--- src/rtl/money_ledger.sv ---
// Roulette balance manager: debits a round of stakes, then credits hit slots one per cycle.
// The balance saturates at MAX_MONEY. The block also keeps round and win statistics.
module money_ledger #(
  parameter int W          = 16,
  parameter int N_BETS     = 4,
  parameter int INIT_MONEY = 100,
  parameter int MAX_MONEY  = 10000,
  parameter int MULT_BASE  = 8
) (
  input  logic                  clk,
  input  logic                  rst,
  input  logic                  start,
  input  logic [N_BETS-1:0]     bet_valid,
  input  logic [N_BETS*W-1:0]   bet_amount,
  input  logic [N_BETS-1:0]     bet_hit,
  output logic                  busy,
  output logic                  done,
  output logic                  reject,
  output logic [W-1:0]          current_money,
  output logic signed [W:0]     last_delta,
  output logic                  money_zero,
  output logic                  goal_reached,
  output logic [15:0]           round_count,
  output logic [15:0]           win_rounds
);
  localparam int IW = (N_BETS > 1) ? $clog2(N_BETS) : 1;
  localparam int KW = $clog2(N_BETS + 1);
  localparam int SW = W + $clog2(N_BETS);
  localparam int MW = $clog2(MULT_BASE + 2);
  localparam int PW = W + MW + 1;

  typedef enum logic [1:0] {IDLE, CHECK, SETTLE, DONE} state_t;

  state_t                state_q, state_d;
  logic [N_BETS-1:0]     valid_q, valid_d, hit_q, hit_d;
  logic [N_BETS*W-1:0]   amount_q, amount_d;
  logic [IW-1:0]         idx_q, idx_d;
  logic [KW-1:0]         k_q, k_d, k_now;
  logic [SW-1:0]         sum_now;
  logic [W-1:0]          money_q, money_d, start_money_q, start_money_d;
  logic                  won_q, won_d, reject_q, reject_d;
  logic signed [W:0]     last_delta_q, last_delta_d;
  logic [15:0]           round_q, round_d, win_q, win_d;
  logic [W-1:0]          slot_amt;
  logic [PW-1:0]         pay;

  function automatic logic [W-1:0] sat_money(input logic [PW-1:0] v);
    if (v > PW'(MAX_MONEY)) return W'(MAX_MONEY);
    return v[W-1:0];
  endfunction

  // A shift that runs past the top bit yields zero, which is the intended "no payout" case.
  function automatic logic [MW-1:0] slot_mult(input logic [KW-1:0] k);
    logic [MW-1:0] base;
    base = MW'(MULT_BASE);
    if (k == '0) return '0;
    return base >> (k - KW'(1));
  endfunction

  function automatic logic [15:0] sat_inc16(input logic [15:0] v);
    return (v == 16'hFFFF) ? v : v + 16'd1;
  endfunction

  always_comb begin
    k_now   = '0;
    sum_now = '0;
    for (int i = 0; i < N_BETS; i++) begin
      if (valid_q[i]) begin
        k_now   = k_now + KW'(1);
        sum_now = sum_now + SW'(amount_q[i*W +: W]);
      end
    end
  end

  always_comb begin
    slot_amt = amount_q[idx_q*W +: W];
    pay      = '0;
    if (valid_q[idx_q] && hit_q[idx_q]) pay = PW'(slot_amt) * PW'(slot_mult(k_q));
  end

  always_comb begin
    state_d       = state_q;
    valid_d       = valid_q;
    amount_d      = amount_q;
    hit_d         = hit_q;
    idx_d         = idx_q;
    k_d           = k_q;
    money_d       = money_q;
    start_money_d = start_money_q;
    won_d         = won_q;
    last_delta_d  = last_delta_q;
    round_d       = round_q;
    win_d         = win_q;
    reject_d      = 1'b0;
    case (state_q)
      IDLE: begin
        if (start) begin
          valid_d  = bet_valid;
          amount_d = bet_amount;
          hit_d    = bet_hit;
          state_d  = CHECK;
        end
      end
      CHECK: begin
        if (k_now == '0 || sum_now > SW'(money_q) || goal_reached) begin
          reject_d = 1'b1;
          state_d  = IDLE;
        end else begin
          money_d       = money_q - sum_now[W-1:0];
          start_money_d = money_q;
          k_d           = k_now;
          idx_d         = '0;
          won_d         = 1'b0;
          state_d       = SETTLE;
        end
      end
      SETTLE: begin
        money_d = sat_money(PW'(money_q) + pay);
        if (pay != '0) won_d = 1'b1;
        if (idx_q == IW'(N_BETS - 1)) begin
          // Statistics are committed on entry to DONE so they are valid alongside the done pulse.
          last_delta_d = $signed({1'b0, money_d}) - $signed({1'b0, start_money_q});
          round_d      = sat_inc16(round_q);
          if (won_d) win_d = sat_inc16(win_q);
          state_d      = DONE;
        end else begin
          idx_d = idx_q + IW'(1);
        end
      end
      DONE:    state_d = IDLE;
      default: state_d = IDLE;
    endcase
  end

  always_ff @(posedge clk) begin
    if (rst) begin
      state_q      <= IDLE;
      money_q      <= W'(INIT_MONEY);
      last_delta_q <= '0;
      round_q      <= '0;
      win_q        <= '0;
      reject_q     <= 1'b0;
    end else begin
      state_q      <= state_d;
      money_q      <= money_d;
      last_delta_q <= last_delta_d;
      round_q      <= round_d;
      win_q        <= win_d;
      reject_q     <= reject_d;
    end
  end

  // Captured bets and per-round scratch are only meaningful outside IDLE, so they need no reset.
  always_ff @(posedge clk) begin
    valid_q       <= valid_d;
    amount_q      <= amount_d;
    hit_q         <= hit_d;
    idx_q         <= idx_d;
    k_q           <= k_d;
    start_money_q <= start_money_d;
    won_q         <= won_d;
  end

  assign busy          = (state_q != IDLE);
  assign done          = (state_q == DONE);
  assign reject        = reject_q;
  assign current_money = money_q;
  assign last_delta    = last_delta_q;
  assign money_zero    = (money_q == '0);
  assign goal_reached  = (money_q >= W'(MAX_MONEY));
  assign round_count   = round_q;
  assign win_rounds    = win_q;
endmodule

--- config.mk ---
export PLATFORM = sky130hd
export DESIGN_NAME = money_ledger
export DESIGN_NICKNAME = d
export VERILOG_FILES = /design/src/rtl/money_ledger.sv
export SDC_FILE = /design/constraint.sdc
export NUM_CORES = 1
export LEC_CHECK = 0
export ABC_AREA = 1
export CAP_MARGIN = 40
export CORE_MARGIN = 10
export CORE_UTILIZATION = 55
export DETAILED_ROUTE_END_ITERATION = 10
export HOLD_SLACK_MARGIN = 0.02
export PLACE_DENSITY_LB_ADDON = 0.08
export SLEW_MARGIN = 20
export SYNTH_ARGS = -nofsm -noshare
export SYNTH_HDL_FRONTEND = slang
export SYNTH_SLANG_ARGS = --single-unit
--- constraint.sdc ---
create_clock -name clk -period 8 [get_ports clk]
set_input_delay 0.8 -clock clk [delete_from_list [all_inputs] [get_ports clk]]
set_output_delay 0.8 -clock clk [all_outputs]
set_load 0.005 [all_outputs]
Yosys cells after proc, flatten, opt, wreduce, memory -nomap -nowiden
Cells that the tools add are included.
Cells by class
  add/sub/neg operators: 13
  $mul: 1
  order comparisons: 4
  equal/unequal tests: 10
  shift-type cells: 2
  multiplexer cells: 37
  bitwise operators: 4
  reduce and logical (&&, ||, !) cells: 19
Operators with widths (count)
  $mux 16: 5
  $shiftx 64x7->16: 1
  $add 18x16->18: 3
  $mux 18: 3
  $add 16x1->16 const B: 2
  $eq 16x16->1 const B: 2
  $pmux 16 s2: 1
  $add 16x21->21: 1
  $gt 21x14->1 const B: 1
  $reduce_bool 21->1: 1
  $mul 16x4->20: 1
  $mux 20: 1
  $gt 18x16->1: 1
  $sub 16x16->17: 1
  $ge 16x14->1 const B: 1
  $logic_not 16->1: 1
  $sub 16x16->16: 1
  $mux 4: 3
  $mux 1: 11
  $mux 2: 5
  $reduce_and 2->1: 5
  $add 3x1->3 const B: 3
  $mux 3: 3
  $ne 2x2->1 const B: 4
  other kinds (19): 29
Storage, ports and cells
  register bits: 162
  bits of input ports: 75
  output and inout port bits: 70
  word-level logic and storage cells: 103

Logic depth before layout (Yosys ltp)
Gate-level depths: netlist (run 1).
  depth in word-level cells: 15
  gate-level depth with buffers: 54
  mapped depth without buffers: 53

Worst setup path before layout (run 1)
Ideal clock, no wire load.
  path kind: register to register
  start point: register k_q[1]
  end point: register last_delta_q[11] (netlist: last_delta[11])
  library setup time: 0.114 ns
  arrival: 6.851 ns
  data required time: 7.886 ns
  slack: 1.036 ns
  stages on the path, launching flop included: 51
  buffers on the path: 1
  clock period less this slack: 6.964 ns
  cell sequence: edfxtp_1 -> nor2_1 -> ha_1 -> inv_1 -> nor2_1 -> inv_1 -> nor3_1 -> inv_1 -> clkbuf_1 -> nor2_1 -> fa_1 -> inv_1 -> fa_1 -> inv_1 -> ha_1 -> nand2_1 -> nand3_1 -> nand2_1 -> [... 15 more ...] -> nand2_1 -> nand2_1 -> nand2_1 -> nor2_1 -> nand2_1 -> nor3b_2 -> inv_2 -> a21oi_1 -> ha_1 -> a21oi_1 -> and2_1 -> o221ai_1 -> a21o_1 -> a21oi_1 -> o21ai_0 -> xor2_1 -> o21bai_1 -> inv_1
Between the ends
  longest elaborated chain between the ends: 14
  elaborated cells on any way between the ends: 16
  those cells by class: 3 x add/sub; 1 x mul; 1 x order compare; 1 x shift; 9 x mux; 1 x reduce/logical
RTL lines
  start, declared: line 38  | logic [KW-1:0] k_q, k_d, k_now;
  start signal, assigned: line 159  | k_q <= k_d;
  parallel branches: the longest is 3 deep, another holds $sub 3x1->3
  $mux 4 *: line 57  | return base >> (k - KW'(1));
  $mux 4 *: line 78  | if (valid_q[idx_q] && hit_q[idx_q]) pay = PW'(slot_amt) * PW'(slot_mult(k_q));
  $mul 16x4->20 *: line 78
  $mux 20 *: line 78
  $add 16x21->21 *: line 118  | money_d = sat_money(PW'(money_q) + pay);
  $gt 21x14->1: line 48  | if (v > PW'(MAX_MONEY)) return W'(MAX_MONEY);
  $mux 1: line 48
  $mux 1: line 95  | case (state_q)
  $mux 16 *: line 49  | return v[W-1:0];
  $mux 16 *: line 95
  $sub 16x16->17 *: line 122  | last_delta_d = $signed({1'b0, money_d}) - $signed({1'b0, start_money_q});
  end signal, assigned: line 146  | last_delta_q <= last_delta_d;
  end, declared: line 42  | logic signed [W:0] last_delta_q, last_delta_d;
Mark *: on every way between the ends. The select of a mux whose other input is x is not followed.
A chain may end at the register's enable or synchronous reset.

Final worst setup path (run 1)
Ends and elaborated chain as after synthesis.

==> metrics.yaml, run 1 <==
status:
  status: "complete, no violations"
timing:
  holdWs_ns: 0.4766
  finalHoldViolCount: 0
  setup_slack_ns: 0.5247
  fin_crit_ns: 7.475
  max_freq_ghz: 0.1338
  tightest_slew_ns: 0.8032
  slew_headroom_pct: 46.46
  fin_skew_ns: 0.01963
  fin_crit_sh_pct: 93.44
  tns_ns: 0
  maxSlewViolCount: 0
  setup_viol: 0
detailed_routing:
  wire_per_inst_um: 16.96
  vias: 14570
  final_antenna_net_count: 0
  drt_first_pass_iters: 5
  drcViolationCount: 0
  viasPerCell: 5.503
  totalWireLength_um: 44900
  drt_iter0_drc: 1030
global_route:
  grt_pass1_vias: 13600
  grtUsageTotal_pct: 25.86
  use_met3_pct: 4.056
  grt-busiest-layer: "met2"
  grt_pass1_wl_um: 70610
  grt_max_degree: 73
  grt_antenna_before_repair: 0
  overflow: 0
  grt_use_met1_pct: 33.08
  gr-usage-met2_pct: 43.08
power_and_ir_drop:
  swShare_pct: 53.37
  combPwrFrac_pct: 71.3
  leakage_nw: 8.512
  clockPowerShare_pct: 11.4
  ir_drop_uv: 239.4
  pwr-share-seq_pct: 17.3
  p_sw_mw: 3.798
  power.internal_mw: 3.318
  power_density_nw_per_um2: 402.7
worst_setup_path:
  reg2reg_slack_ns: 0.52
  crit_fanout: 6
  cp.arrival_ns: 7.80
  start_kind: "flip-flop"
  r2r_end: "last_delta[11]$_SDFFE_PP0P_"
  cp_slowest_cell: "fa_1"
  crit_type: "reg -> reg"
  max_stage_delay_ns: 0.55
  cpMostUsedCell: "nand2_1"
  reg2regPathDepth: 47
  end_kind: "flip-flop"
  worstPathRequired_ns: 8.33
  regToRegStartpoint: "k_q[1]$_DFFE_PP_"
cts:
  clk_transition_reported_paths_ns: 0.07
  ctsHoldBuffers: 0
  htreeDepth: 4
  cts.sinks: 162
  cts.path.max_buffers: 2
  numCtsBuffers: 17
  clk_latency_ns: 0.44
  cts_tree: "yes"
  clockRootBuffer: "clkbuf_16"
logic_synthesis:
  synth-seq-area-share_pct: 27.85
  synth_cell_types: 52
  syn_avg_cell_area_um2: 7.001
  synth_seq_cells: 162
  netlist_area_um2: 15020
  ys_warn_count: 0
  synthCells: 2146
die:
  fp.dieH_um: 185.3
  ios: 145
  rows: 60
  start_util_pct: 55.74
  dieArea_um2: 34330
  core_um2: 26950
  die_w_um: 185.3
cells_and_area:
  mostFrequentLayoutCells: "537 x nand2_1, 326 x inv_1, 198 x nand3_1, 151 x nor2_1, 144 x clkdlybuf4s50_1"
  layout.nets: 2545
  fill_cells: 2436
  diodes: 0
  fin_util_pct: 65.58
  instances_no_fill: 2648
  syn_to_final_growth_pct: 17.65
  final_common_cell: "nand2_1"
  layout-drive-gt1-share_pct: 7.412
worst_hold_path:
  min_path_cells: 2
  holdPathEnd: "round_count[4]$_SDFFE_PP0P_"
  min-delay-start: "round_count[4]$_SDFFE_PP0P_"
  hp-class: "reg -> reg"
placed_design:
  dp_slack_ns: 0.1507
  port_buffers: 144
  place_hpwl_um: 36040
  routabilityCongestion: 0.9686
  placed_cells: 2604
job:
  drv_cap: 0
routing by layer:
metal  vias to the layer above  routed length, um
met5                         -                  0
met4                         0               1528
met3                        70               2598
met2                       480              21200
met1                      6705              19570
li1                       7317                  -
sequential cells by signal, summed over array words and instances (netlist names), named ones only:
register	flops
start_money_q	16
state_q	1
current_money	16
hit_q	4
reject	1
valid_q	4
won_q	1
win_rounds	16
k_q	3
last_delta	17
amount_q	64
round_count	16
idx_q	2
cells by family after synthesis:
group,after synthesis,synth area share [%]
AOI/OAI and AO/OA,320,11.80
xor gates and xnor gates,63,3.673
adders and majority gates,176,16.36
buffers and inverters,388,9.969
DFF,162,27.85
other,1,0.02496
and+or+nand+nor,1036,30.32
how the worst max path moves through the flow:
| stage | end | slack [ns] | cells after the start | from |
|---|---|---|---|---|
| detailed placement | last_delta[14]$_SDFFE_PP0P_ | 0.15 | 43 | k_q[1]$_DFFE_PP_ |
| floorplan | last_delta[11]$_SDFFE_PP0P_ | 1.04 | 50 | k_q[1]$_DFFE_PP_ |
| finish | last_delta[11]$_SDFFE_PP0P_ | 0.52 | 47 | k_q[1]$_DFFE_PP_ |
| global route | last_delta[16]$_SDFFE_PP0P_ | -0.05 | 46 | k_q[1]$_DFFE_PP_ |
| global placement | last_delta[14]$_SDFFE_PP0P_ | 0.43 | 43 | k_q[1]$_DFFE_PP_ |
| CTS | last_delta[14]$_SDFFE_PP0P_ | 0.09 | 43 | k_q[1]$_DFFE_PP_ |
stage by stage:
step | total power, mW | area (um2)
after floorplan | 4.727 | 15030
after global routing | 7.785 | 17670
after global placement | 6.006 | 16830
after detailed placement | 6.086 | 16830
after CTS | 6.921 | 17410
final | 7.117 | 17670
synthesized netlist by cell type (all sizes together):
| library cell | count | area, um2 |
|---|---|---|
| nand2 | 559 | 2163 |
| inv | 339 | 1272 |
| nand3 | 206 | 1066 |
| nor2 | 164 | 660.6 |
| a21oi | 157 | 823.3 |
| ha | 142 | 1777 |
| o21ai | 111 | 555.5 |
| edfxtp | 94 | 2823 |
| dfxtp | 68 | 1361 |
| xor2 | 44 | 385.4 |
| fa | 34 | 680.7 |
| nand4 | 33 | 206.5 |
| clkbuf | 30 | 112.6 |
| nor3 | 30 | 165.2 |
| or2 | 20 | 125.1 |
| o21bai | 19 | 142.6 |
| xnor2 | 19 | 166.4 |
| buf | 15 | 97.59 |
| nor4 | 10 | 62.56 |
| nand3b | 9 | 67.56 |
| a21o | 8 | 60.06 |
| o21a | 7 | 52.55 |
| clkinv | 4 | 15.01 |
| o211ai | 3 | 22.52 |
| o221ai | 3 | 26.28 |
| o22ai | 3 | 18.77 |
| a221oi | 2 | 17.52 |
| a31oi | 2 | 12.51 |
| and2 | 2 | 12.51 |
| nor3b | 2 | 20.02 |
| a2111oi | 1 | 8.760 |
| a211oi | 1 | 7.510 |
| a21boi | 1 | 7.510 |
| a31o | 1 | 8.760 |
| and3 | 1 | 6.260 |
| conb | 1 | 3.750 |
| o41ai | 1 | 8.760 |
power groups by stage:
stage | logic, mW | clock network (mW) | registers [mW]
2_1_floorplan | 3.55 | 0 | 1.18
3_3_place_gp | 4.76 | 0 | 1.25
3_5_place_dp | 4.84 | 0 | 1.25
4_1_cts | 4.87 | 0.819 | 1.23
5_1_grt | 5.68 | 0.861 | 1.24
6_report | 5.07 | 0.810 | 1.23
repair_timing:
item	in CTS	in global routing
buffers inserted	0	10
resized for setup	0	44
endpoints found under the setup margin	0	52
layout make-up:
type	count	area (um2)	area share, %
clock buffers	19	464.2	2.626
clock inverters	13	111.4	0.6300
inverters	343	1295	7.327
multi-input cells	1597	9490	53.70
flip-flops and latches	162	4184	23.67
well taps	341	426.7	2.414
repair buffers	173	1703	9.635
worst max-delay path: cells and delay by family (launching register included):
family,cells,cell delay (ns)
AO/OA/AOI/OAI,7,1.09
XOR/XNOR,1,0.16
adder cells (fa/ha/maj),6,2.33
buffers and inverters,7,0.51
flip-flops,1,0.39
AND/OR/NAND/NOR,26,2.89
No activity file was read; power rests on OpenSTA's default activity.
==> run 2: changes to the inputs <==
--- a/config.mk
+++ b/config.mk
@@ -11,7 +11,7 @@
 export CORE_UTILIZATION = 55
 export DETAILED_ROUTE_END_ITERATION = 10
 export HOLD_SLACK_MARGIN = 0.02
-export PLACE_DENSITY_LB_ADDON = 0.08
+export PLACE_DENSITY = 0.81
 export SLEW_MARGIN = 20
 export SYNTH_ARGS = -nofsm -noshare
 export SYNTH_HDL_FRONTEND = slang
==> metrics.yaml, run 2 (synthesis results as in run 1) <==
status:
  status: "complete, no violations"
placed_design:
  port_buffers: 144
  routabilityCongestion: 1.001
  place_hpwl_um: 35330
  dp_slack_ns: 0.2073
timing:
  max_freq_ghz: 0.1328
  tns_ns: 0
  fin_crit_sh_pct: 94.16
  finalHoldViolCount: 0
  tightest_slew_ns: 0.7075
  maxSlewViolCount: 0
  fin_crit_ns: 7.533
  slew_headroom_pct: 52.78
  setup_slack_ns: 0.4671
  fin_skew_ns: 0.02535
  setup_viol: 0
worst_setup_path:
  cp.arrival_ns: 7.92
  path_depth: 49
  reg2regPathDepth: 49
  cpMostUsedCell: "nand2_1"
  worst-path-buf-inv: 12
  max_stage_delay_ns: 0.54
  cp_slowest_cell: "fa_1"
  crit_type: "reg -> reg"
  path_delay_family: "adder cells"
  crit_fanout: 6
  end_kind: "flip-flop"
  start_kind: "flip-flop"
  worstPathRequired_ns: 8.38
power_and_ir_drop:
  leakage_nw: 8.517
  ir_drop_uv: 241.2
  power_density_nw_per_um2: 403.5
detailed_routing:
  wire_per_inst_um: 16.78
  final_antenna_net_count: 0
  viasPerCell: 5.549
  drt_first_pass_iters: 6
  totalWireLength_um: 44440
  drcViolationCount: 0
  drt_iter0_drc: 1314
  vias: 14700
cts:
  clk_transition_reported_paths_ns: 0.08
  htreeDepth: 4
  clockRootBuffer: "clkbuf_16"
  cts.sinks: 162
  cts.path.max_buffers: 2
  numCtsBuffers: 17
  clk_latency_ns: 0.44
  cts_tree: "yes"
job:
  drv_cap: 0
global_route:
  grt_max_degree: 73
  overflow: 0
  grt_pass1_vias: 14130
  grt_antenna_before_repair: 0
  grtUsageTotal_pct: 25.50
  grt_pass1_wl_um: 70610
die:
  dieArea_um2: 34330
  core_um2: 26950
  fp.dieH_um: 185.3
  start_util_pct: 55.74
  die_w_um: 185.3
  ios: 145
  rows: 60
cells_and_area:
  diodes: 0
  layout-drive-gt1-share_pct: 7.452
  layout.nets: 2546
  largest_reg_flops: 64
  fill_cells: 2367
  final_common_cell: "nand2_1"
  regMostFlops: "amount_q"
  syn_to_final_growth_pct: 18.12
  mostFrequentLayoutCells: "539 x nand2_1, 327 x inv_1, 198 x nand3_1, 152 x nor2_1, 144 x clkdlybuf4s50_1"
worst_hold_path:
  hp-class: "reg -> reg"
  min_path_cells: 2
==> run 2: cell types whose count changed in the layout (fill, tap and decap cells not counted), moves of 2 or more <==
| cell | delta |
|---|---|
| ha_2 | +2 |
| clkinv_2 | -2 |
| inv_6 | -2 |
| ha_4 | +2 |
| nor2_2 | -2 |
| ha_1 | -4 |
| nand2_2 | -2 |
| o21ai_0 | +2 |
| nand2_1 | +2 |
==> run 2: where the power goes <==
part / internal [mW] / leakage, nW / switching, mW / total (mW)
registers: 1.06 / 1.44 / 0.182 / 1.24
clock network: 0.478 / 0.309 / 0.383 / 0.861
logic: 1.83 / 6.77 / 3.23 / 5.06
==> run 2: worst reg2reg max path: cells and delay by family, from the launching register on <==
family,cells,cell delay [ns]
AO/OA/AOI/OAI,9,1.29
XOR/XNOR,1,0.22
adder cells (fa/ha/maj),6,2.39
buffers and inverters,12,1.05
flip-flops,1,0.46
AND/OR/NAND/NOR,21,2.06
==> run 2: area by class of cell <==
type	instances	area, um2	share of cell area, %
inverter	343	1292	7.283
sequential	162	4184	23.58
timing repair inverter	1	7.507	0.04230
tap	341	426.7	2.404
clock inverter	13	135.1	0.7615
timing repair buffer	173	1719	9.688
clock buffer	19	475.5	2.679
multi-input combinational	1597	9505	53.56
==> run 2: repair_timing <==
item | CTS | global route
setup endpoints to repair | 0 | 50
setup buffers | 0 | 9
hold buffers | 0 | 0
gates resized for setup | 0 | 42
==> run 2: stage by stage <==
step                power [mW]  instance area, um2  hold slack, ns  cells  util (%)
floorplan                4.727               15030          0.4531   2147         -
global placement         5.975               16840          0.4665   2604     62.50
detailed placement       6.060               16840          0.4752   2604     62.50
CTS                      6.953               17460          0.4901   2636     64.77
global route             7.802               17750          0.5164   2649     65.84
finish                   7.160               17750          0.4892   2649     65.84
==> run 2: metal layers <==
metal | global-route usage (%) | up-vias | share of wire [%]
met1 | 31.35 | 6693 | 42
met2 | 42.32 | 581 | 47
li1 | - | 7319 | -
met5 | 0 | - | 0
met3 | 4.173 | 106 | 6.9
met4 | 12.74 | 0 | 4.5
==> run 2: path summary, 6_finish.rpt <==
kind / slack (ns) / end / from
max: 0.47 / last_delta[12]$_SDFFE_PP0P_ / k_q[0]$_DFFE_PP_
min: 0.49 / round_count[4]$_SDFFE_PP0P_ / round_count[4]$_SDFFE_PP0P_
max reg2reg: 0.47 / last_delta[12]$_SDFFE_PP0P_ / k_q[0]$_DFFE_PP_
min reg2reg: 0.49 / round_count[4]$_SDFFE_PP0P_ / round_count[4]$_SDFFE_PP0P_
